===== src/rtl/fifo_word_serializer_pkg.sv =====
// Shared definitions for the FIFO word-to-byte serializer: FSM encoding and
// helpers deriving the symbols-per-word count and byte index width.
package fifo_word_serializer_pkg;

   typedef enum logic [1:0] {
      IDLE    = 2'd0,
      READ    = 2'd1,
      CAPTURE = 2'd2,
      SEND    = 2'd3
   } state_t;

   function automatic int unsigned calc_nbytes(input int unsigned word_w,
                                               input int unsigned byte_w);
      return word_w / byte_w;
   endfunction

   function automatic int unsigned calc_idx_w(input int unsigned nbytes);
      return (nbytes <= 1) ? 1 : $clog2(nbytes);
   endfunction

endpackage


===== src/rtl/fifo_word_serializer_if.sv =====
// FIFO read port plus byte-wide valid/ready transmit port of the serializer.
interface fifo_word_serializer_if #(
   parameter int unsigned WORD_W = 32,
   parameter int unsigned BYTE_W = 8
);
   logic [WORD_W-1:0] FifoData;
   logic              FifoEmpty;
   logic              FifoReadEn;
   logic [BYTE_W-1:0] TxData;
   logic              TxValid;
   logic              TxReady;

   modport master (
      input  FifoData, FifoEmpty, TxReady,
      output FifoReadEn, TxData, TxValid
   );

   modport slave (
      output FifoData, FifoEmpty, TxReady,
      input  FifoReadEn, TxData, TxValid
   );
endinterface


===== src/rtl/fifo_word_serializer_piso_shift_reg.sv =====
// Parallel-in serial-out word buffer with byte index; presents one symbol at a
// time from the selected end and flags the final symbol of the word.
module piso_shift_reg
   import fifo_word_serializer_pkg::*;
#(
   parameter int unsigned WORD_W    = 32,
   parameter int unsigned BYTE_W    = 8,
   parameter bit          MSB_FIRST = 1'b1
) (
   input  logic              Clock,
   input  logic              Reset,
   input  logic              load,
   input  logic              shift,
   input  logic [WORD_W-1:0] din,
   output logic [BYTE_W-1:0] dout,
   output logic              last
);
   localparam int unsigned NBYTES = calc_nbytes(WORD_W, BYTE_W);
   localparam int unsigned IDX_W  = calc_idx_w(NBYTES);

   logic [WORD_W-1:0] buffer;
   logic [WORD_W-1:0] shifted;
   logic [IDX_W-1:0]  idx;

   // A single-symbol word never shifts, which also keeps the slices below legal.
   if (NBYTES <= 1) begin : g_single
      assign shifted = buffer;
   end else if (MSB_FIRST) begin : g_msb
      assign shifted = {buffer[WORD_W-BYTE_W-1:0], {BYTE_W{1'b0}}};
   end else begin : g_lsb
      assign shifted = {{BYTE_W{1'b0}}, buffer[WORD_W-1:BYTE_W]};
   end

   if (MSB_FIRST) begin : g_out_msb
      assign dout = buffer[WORD_W-1 -: BYTE_W];
   end else begin : g_out_lsb
      assign dout = buffer[BYTE_W-1:0];
   end

   assign last = (idx == IDX_W'(NBYTES - 1));

   always_ff @(posedge Clock) begin
      if (Reset) begin
         buffer <= '0;
         idx    <= '0;
      end else if (load) begin
         buffer <= din;
         idx    <= '0;
      end else if (shift && !last) begin
         buffer <= shifted;
         idx    <= idx + IDX_W'(1);
      end
   end
endmodule


===== src/rtl/fifo_word_serializer.sv =====
// Pops words from a standard FIFO and streams them as BYTE_W symbols over a
// valid/ready port, with back-to-back streaming and a completed-word counter.
module fifo_word_serializer
   import fifo_word_serializer_pkg::*;
#(
   parameter int unsigned WORD_W    = 32,
   parameter int unsigned BYTE_W    = 8,
   parameter bit          MSB_FIRST = 1'b1,
   parameter int unsigned CNT_W     = 16
) (
   input  logic                  Clock,
   input  logic                  Reset,
   input  logic                  Enable,
   fifo_word_serializer_if.master bus,
   output logic                  Busy,
   output logic [CNT_W-1:0]      WordCount
);
   if ((WORD_W % BYTE_W) != 0 || WORD_W < BYTE_W) begin : g_bad_width
      $error("fifo_word_serializer: WORD_W must be a non-zero multiple of BYTE_W");
   end

   state_t            state;
   state_t            state_next;
   logic              xfer;
   logic              last;
   logic [BYTE_W-1:0] dout;

   assign xfer = (state == SEND) && bus.TxReady;

   piso_shift_reg #(
      .WORD_W   (WORD_W),
      .BYTE_W   (BYTE_W),
      .MSB_FIRST(MSB_FIRST)
   ) u_piso (
      .Clock(Clock),
      .Reset(Reset),
      .load (state == CAPTURE),
      .shift(xfer),
      .din  (bus.FifoData),
      .dout (dout),
      .last (last)
   );

   always_ff @(posedge Clock) begin
      if (Reset) state <= IDLE;
      else       state <= state_next;
   end

   always_comb begin
      state_next = state;
      unique case (state)
         IDLE:    if (Enable && !bus.FifoEmpty) state_next = READ;
         READ:    state_next = CAPTURE;
         CAPTURE: state_next = SEND;
         SEND:    if (xfer && last)
                     state_next = (Enable && !bus.FifoEmpty) ? READ : IDLE;
         default: state_next = IDLE;
      endcase
   end

   // Outputs decode state only, so TxReady never reaches TxValid combinationally.
   always_comb begin
      bus.FifoReadEn = (state == READ);
      bus.TxValid    = (state == SEND);
      bus.TxData     = (state == SEND) ? dout : '0;
      Busy           = (state != IDLE);
   end

   always_ff @(posedge Clock) begin
      if (Reset)             WordCount <= '0;
      else if (xfer && last) WordCount <= WordCount + CNT_W'(1);
   end
endmodule


===== src/flat_wrapper.sv =====
// flat-port wrapper written by rule: the top's interface ports become plain ports
module fifo_word_serializer_flat import fifo_word_serializer_pkg::*;
#(
   parameter int unsigned WORD_W    = 32,
   parameter int unsigned BYTE_W    = 8,
   parameter bit          MSB_FIRST = 1'b1,
   parameter int unsigned CNT_W     = 16
)
  (Clock, Reset, Enable, Busy, WordCount, bus_FifoData, bus_FifoEmpty, bus_TxReady, bus_FifoReadEn, bus_TxData, bus_TxValid);
  fifo_word_serializer_if #(.WORD_W(WORD_W), .BYTE_W(BYTE_W)) bus_i ();
  input  logic Clock;
  input  logic Reset;
  input  logic Enable;
  output logic Busy;
  output logic [CNT_W-1:0] WordCount;
  input wire logic [$bits(bus_i.FifoData)-1:0] bus_FifoData;
  input wire logic [$bits(bus_i.FifoEmpty)-1:0] bus_FifoEmpty;
  input wire logic [$bits(bus_i.TxReady)-1:0] bus_TxReady;
  output wire logic [$bits(bus_i.FifoReadEn)-1:0] bus_FifoReadEn;
  output wire logic [$bits(bus_i.TxData)-1:0] bus_TxData;
  output wire logic [$bits(bus_i.TxValid)-1:0] bus_TxValid;
  assign bus_i.FifoData = bus_FifoData;
  assign bus_i.FifoEmpty = bus_FifoEmpty;
  assign bus_i.TxReady = bus_TxReady;
  assign bus_FifoReadEn = bus_i.FifoReadEn;
  assign bus_TxData = bus_i.TxData;
  assign bus_TxValid = bus_i.TxValid;
  fifo_word_serializer #(.WORD_W(WORD_W), .BYTE_W(BYTE_W), .MSB_FIRST(MSB_FIRST), .CNT_W(CNT_W)) u_core (.Clock(Clock), .Reset(Reset), .Enable(Enable), .bus(bus_i), .Busy(Busy), .WordCount(WordCount));
endmodule

===== config.mk =====
export PLATFORM = sky130hd
export DESIGN_NAME = fifo_word_serializer_flat
export DESIGN_NICKNAME = d
export VERILOG_FILES = /design/src/rtl/fifo_word_serializer_pkg.sv /design/src/rtl/fifo_word_serializer_if.sv /design/src/rtl/fifo_word_serializer_piso_shift_reg.sv /design/src/rtl/fifo_word_serializer.sv /design/src/flat_wrapper.sv
export SDC_FILE = /design/constraint.sdc
export NUM_CORES = 1
export LEC_CHECK = 0
export ABC_AREA = 1
export CORE_MARGIN = 5
export CORE_UTILIZATION = 41
export DETAILED_ROUTE_END_ITERATION = 16
export DONT_BUFFER_PORTS = 1
export PLACE_DENSITY_LB_ADDON = 0.3
export SYNTH_ARGS = -nofsm -noshare
export SYNTH_HDL_FRONTEND = slang
export SYNTH_SLANG_ARGS = --single-unit

===== constraint.sdc =====
create_clock -name Clock -period 2.1 [get_ports Clock]
set_clock_uncertainty 0.15 [all_clocks]
set_input_delay 0.315 -clock Clock [delete_from_list [all_inputs] [get_ports Clock]]
set_output_delay 0.315 -clock Clock [all_outputs]
set_load 0.1 [all_outputs]

# Word-level counts from Yosys, hierarchy flattened

Index checks and enable logic that the tools add are counted.
Widths: inputs -> output; s select.

Latch bits: 0
Input port bits: 37
Flip-flop bits (word level): 52
Memory bits (read-only): 0
Memory bits (writable): 0
Memories: 0

Add/subtract/negate cells: 2
Mux-type cells: 7
Bitwise logic cells: 0
Div/mod/pow operators: 0
Shift operators: 0
$lt $le $gt $ge: 0
$mul: 0
Reduce and logical (&&, ||, !) cells: 11
Equality and inequality tests: 6

Operators by type and width:

| kind                  | number |
|---|---|
| $mux 32               | 2 |
| $add 16x1->16 const B | 1 |
| $mux 8                | 1 |
| $pmux 2 s4            | 1 |
| $eq 2x2->1 const B    | 3 |
| $logic_and 1x1->1     | 4 |
| $mux 2                | 2 |
| $ne 2x1->1 const B    | 2 |
| $reduce_bool 2->1     | 2 |
| $add 2x1->2 const B   | 1 |
| $eq 2x1->1 const B    | 1 |
| $logic_not 1->1       | 2 |
| $logic_not 2->1       | 1 |
| $reduce_and 2->1      | 1 |
| $reduce_or 2->1       | 1 |
| $mux 1                | 1 |

# Longest topological paths before layout

Depth in word-level cells: 5
Depth in mapped cells: 8
Mapped depth without buffers: 8

# By module

From an unflattened synthesis, not the netlist that was laid out.

Cells, all modules: 410
Area, all modules: 2,775.2 um^2

By module, submodules not included:

| module               | area an instance (um^2) | instances | cells each | sequential area each (um^2) |
|---|---|---|---|---|
| piso_shift_reg       | 1,692.9                 | 1         | 243        | 680.7 |
| fifo_word_serializer | 1,082.3                 | 1         | 167        | 360.3 |

# Worst setup path before layout

No wires, ideal clock.

Kind: flip-flop to output port
Start point: reg u_core.state[0]
End point: out bus_TxData[0]
Setup slack: -0.600 ns
Cell stages (with the launch flop): 5
Data arrival time: 2.235 ns
Data required time: 1.635 ns
Cell sequence: dfxtp_1 ha_1 clkbuf_1 nand2_1 inv_1

Longest elaborated chain between the ends: 2

Ends and longest elaborated chain:

| item                   | line                       | source |
|---|---|---|
| from (decl)            | fifo_word_serializer.sv:22 | `state_t state;` |
| from (signal assigned) | fifo_word_serializer.sv:46 | `else state <= state_next;` |
| $eq 2x2->1             | -                          |  |
| net bus_TxValid        | flat_wrapper.sv:21         | `output wire logic [$bits(bus_i.TxValid)-1:0] bus_TxValid;` |
| $mux 8                 | fifo_word_serializer.sv:65 | `bus.TxData = (state == SEND) ? dout : '0;` |
| to (decl)              | flat_wrapper.sv:20         | `output wire logic [$bits(bus_i.TxData)-1:0] bus_TxData;` |

The timed path passes the listed nets, and every way through them passes these cells.

# Final worst setup path

Start point: reg u_core.state[0]
End point: out bus_TxData[1]

Longest elaborated chain between the ends: 2

Ends and longest elaborated chain:

| item       | line |
|---|---|
| $eq 2x2->1 | fifo_word_serializer.sv:65 |
| $mux 8     | fifo_word_serializer.sv:65 |

Every way passes these cells.

==> metrics <==
Avg WL per Cell 12.8 um; Seq/Total Area, Yosys 0.437; Yosys cell types 23; die height 86.2 um; Tot GR Track Use 0.156; Worst EP required 1630 ps; CP Cell Sequence ha_4 > nand2_1 > clkinvlp_4; YS warnings 0; largest net degree at the start of global routing 40; DR pass1 iterations 4; Crit path max-delay family flip-flops; count leader, synth nand2_1; Clock Tree Buf Depth 2; power per cell area 928 mW/mm^2; crit path max fanout 13; Final Cycle Share 0.922; share of cells above drive strength 1 0.134; clk sinks 52; worst hold path type in2reg; area delta synth->final 20.6%; Inserted Clock Buffers 5; Worst slew margin 0.675; Setup WS post-layout 165 ps; vias in the first global route 2112; Worst-Margin Slew 487 ps; RSZ-0062 raised after global routing false; Pleak 1.04 nW; GP Congestion 0.784; # IOs 64; Setup TNS Final 0 ps; Post-DP HPWL 4010 um; hold slack 7.90 ps; setup violators final 0; Syn Nets 386; fmax 517 MHz; Max Slew Vio Count 0; crit path launch type register; Horiz. Die Dim 86.2 um; Final ANT Viol Nets 0; total power 2.67 mW; Synth Flop Type dfxtp_1; H-tree depth 2; Mean Syn Cell Area 6.97 sq um; wire length of the first global-routing pass 9490 um; post-route core utilization 0.516; Final min period 1940 ps; PortBufs 0; clock slew at reported path FFs 100 ps; DRC 0; CTS Root Cell clkbuf_8; Syn Inst Count 342; Worst Path Buf+Inv 1; Max-Cap Viols 0; crit path max-delay cell type dfxtp_1; vias per cell 5.01; nets@finish 415; Post-synth EDFFs 0; Post-synth ARST share 0; Vias 2224; die area 0.00744 sq mm; Worst setup EP type output port; cts repair resizes 0; VDD IR max 0.360 mV; Initial Util 0.428; initial antenna violation count 0; Mapped Area 0.00238 sq mm; top post-synthesis cells by count nand2_1, dfxtp_1, nor2_1; Worst-Skew Late Latency 310 ps; pre-CTS setup slack 304 ps; Placeable Area 0.00557 sq mm; Synth area leader dfxtp_1; cell row count 27; #FFs+latches synth 52; status complete, no violations; antenna fix cells 0; total wire length 5690 um; CTS tree yes; CP Class reg2out; total gr overflow 0; worst stage delay on the critical path 440 ps; top cells by area, synth dfxtp_1, nand2_1, nand3_1; DRT iter0 DRCs 153; crit path DAT 1470 ps; top cell type's share of synthesized area 0.437; Final Hold Fails 0
[per-stage QoR]
stage,std cells,area (sq um)
floorplan,342,2430
global placement,423,2640
detailed placement,423,2640
CTS,442,2860
global route,444,2880
finish,444,2880
[metal layers]
metal,share of wire,track usage,vias to the layer above
met3,0.073,0.0466,6
met2,0.43,0.238,52
met4,0.011,0.0467,0
li1,-,-,1175
met1,0.49,0.212,991
met5,0,0,-
[worst min-delay path: cells and delay by family]
kind	cells	cell delay (ps)
AOI/OAI and AO/OA	1	60
and+or+nand+nor	2	70
[power breakdown]
group | internal (mW) | switching, mW
registers | 1.12 | 0.0849
logic | 0.257 | 0.608
clock network | 0.244 | 0.353
total | 1.62 | 1.05
[sequential cells by signal, indices dropped and copies added, names as in the netlist]
name,cells
u_core.WordCount,16
u_core.state,2
u_core.u_piso.buffer,32
u_core.u_piso.idx,2
[final timing paths]
path                              from                    to  cells past startpoint  slack [ps]
setup / recovery       u_core.state[0]         bus_TxData[1]                      3         160
hold / removal                   Reset  u_core.u_piso.idx[1]                      3           8
setup reg to reg       u_core.state[0]   u_core.WordCount[8]                      6         290
hold reg to reg   u_core.u_piso.idx[0]  u_core.u_piso.idx[0]                      1         310
[cells in the final DEF (no fill, tap or decap), types with 5 or more instances in the layout]
| master | count |
|---|---|
| buf_4 | 26 |
| o21ai_0 | 6 |
| dlygate4sd3_1 | 12 |
| ha_1 | 6 |
| nand2_1 | 109 |
| dfxtp_1 | 50 |
| a21oi_1 | 19 |
| nand3_1 | 33 |
| clkinvlp_4 | 9 |
| inv_1 | 17 |
| clkbuf_8 | 5 |
| a31oi_1 | 25 |
| nor2_1 | 33 |
[area by class of cell]
type	instances	area [sq um]
well taps	72	90.1
repair buffers	39	335
fillers	581	2700
clock buffers	5	68.8
flip-flops and latches	52	1040
clock inverters	3	25.0
inverters	26	128
multi-input cells	247	1180
[cell families after synthesis]
kind of cell,share of synthesized area
compound gates,0.131
xor+xnor,0.00735
fa+ha+maj,0.0367
buf+inv,0.0724
flops,0.437
simple gates,0.316
[repair_timing]
item / in CTS / in global routing
buffers inserted: 0 / 0
hold endpoints to repair: 39 / 2
hold buffers: 11 / 2
Power figures use the tool's default switching activity.
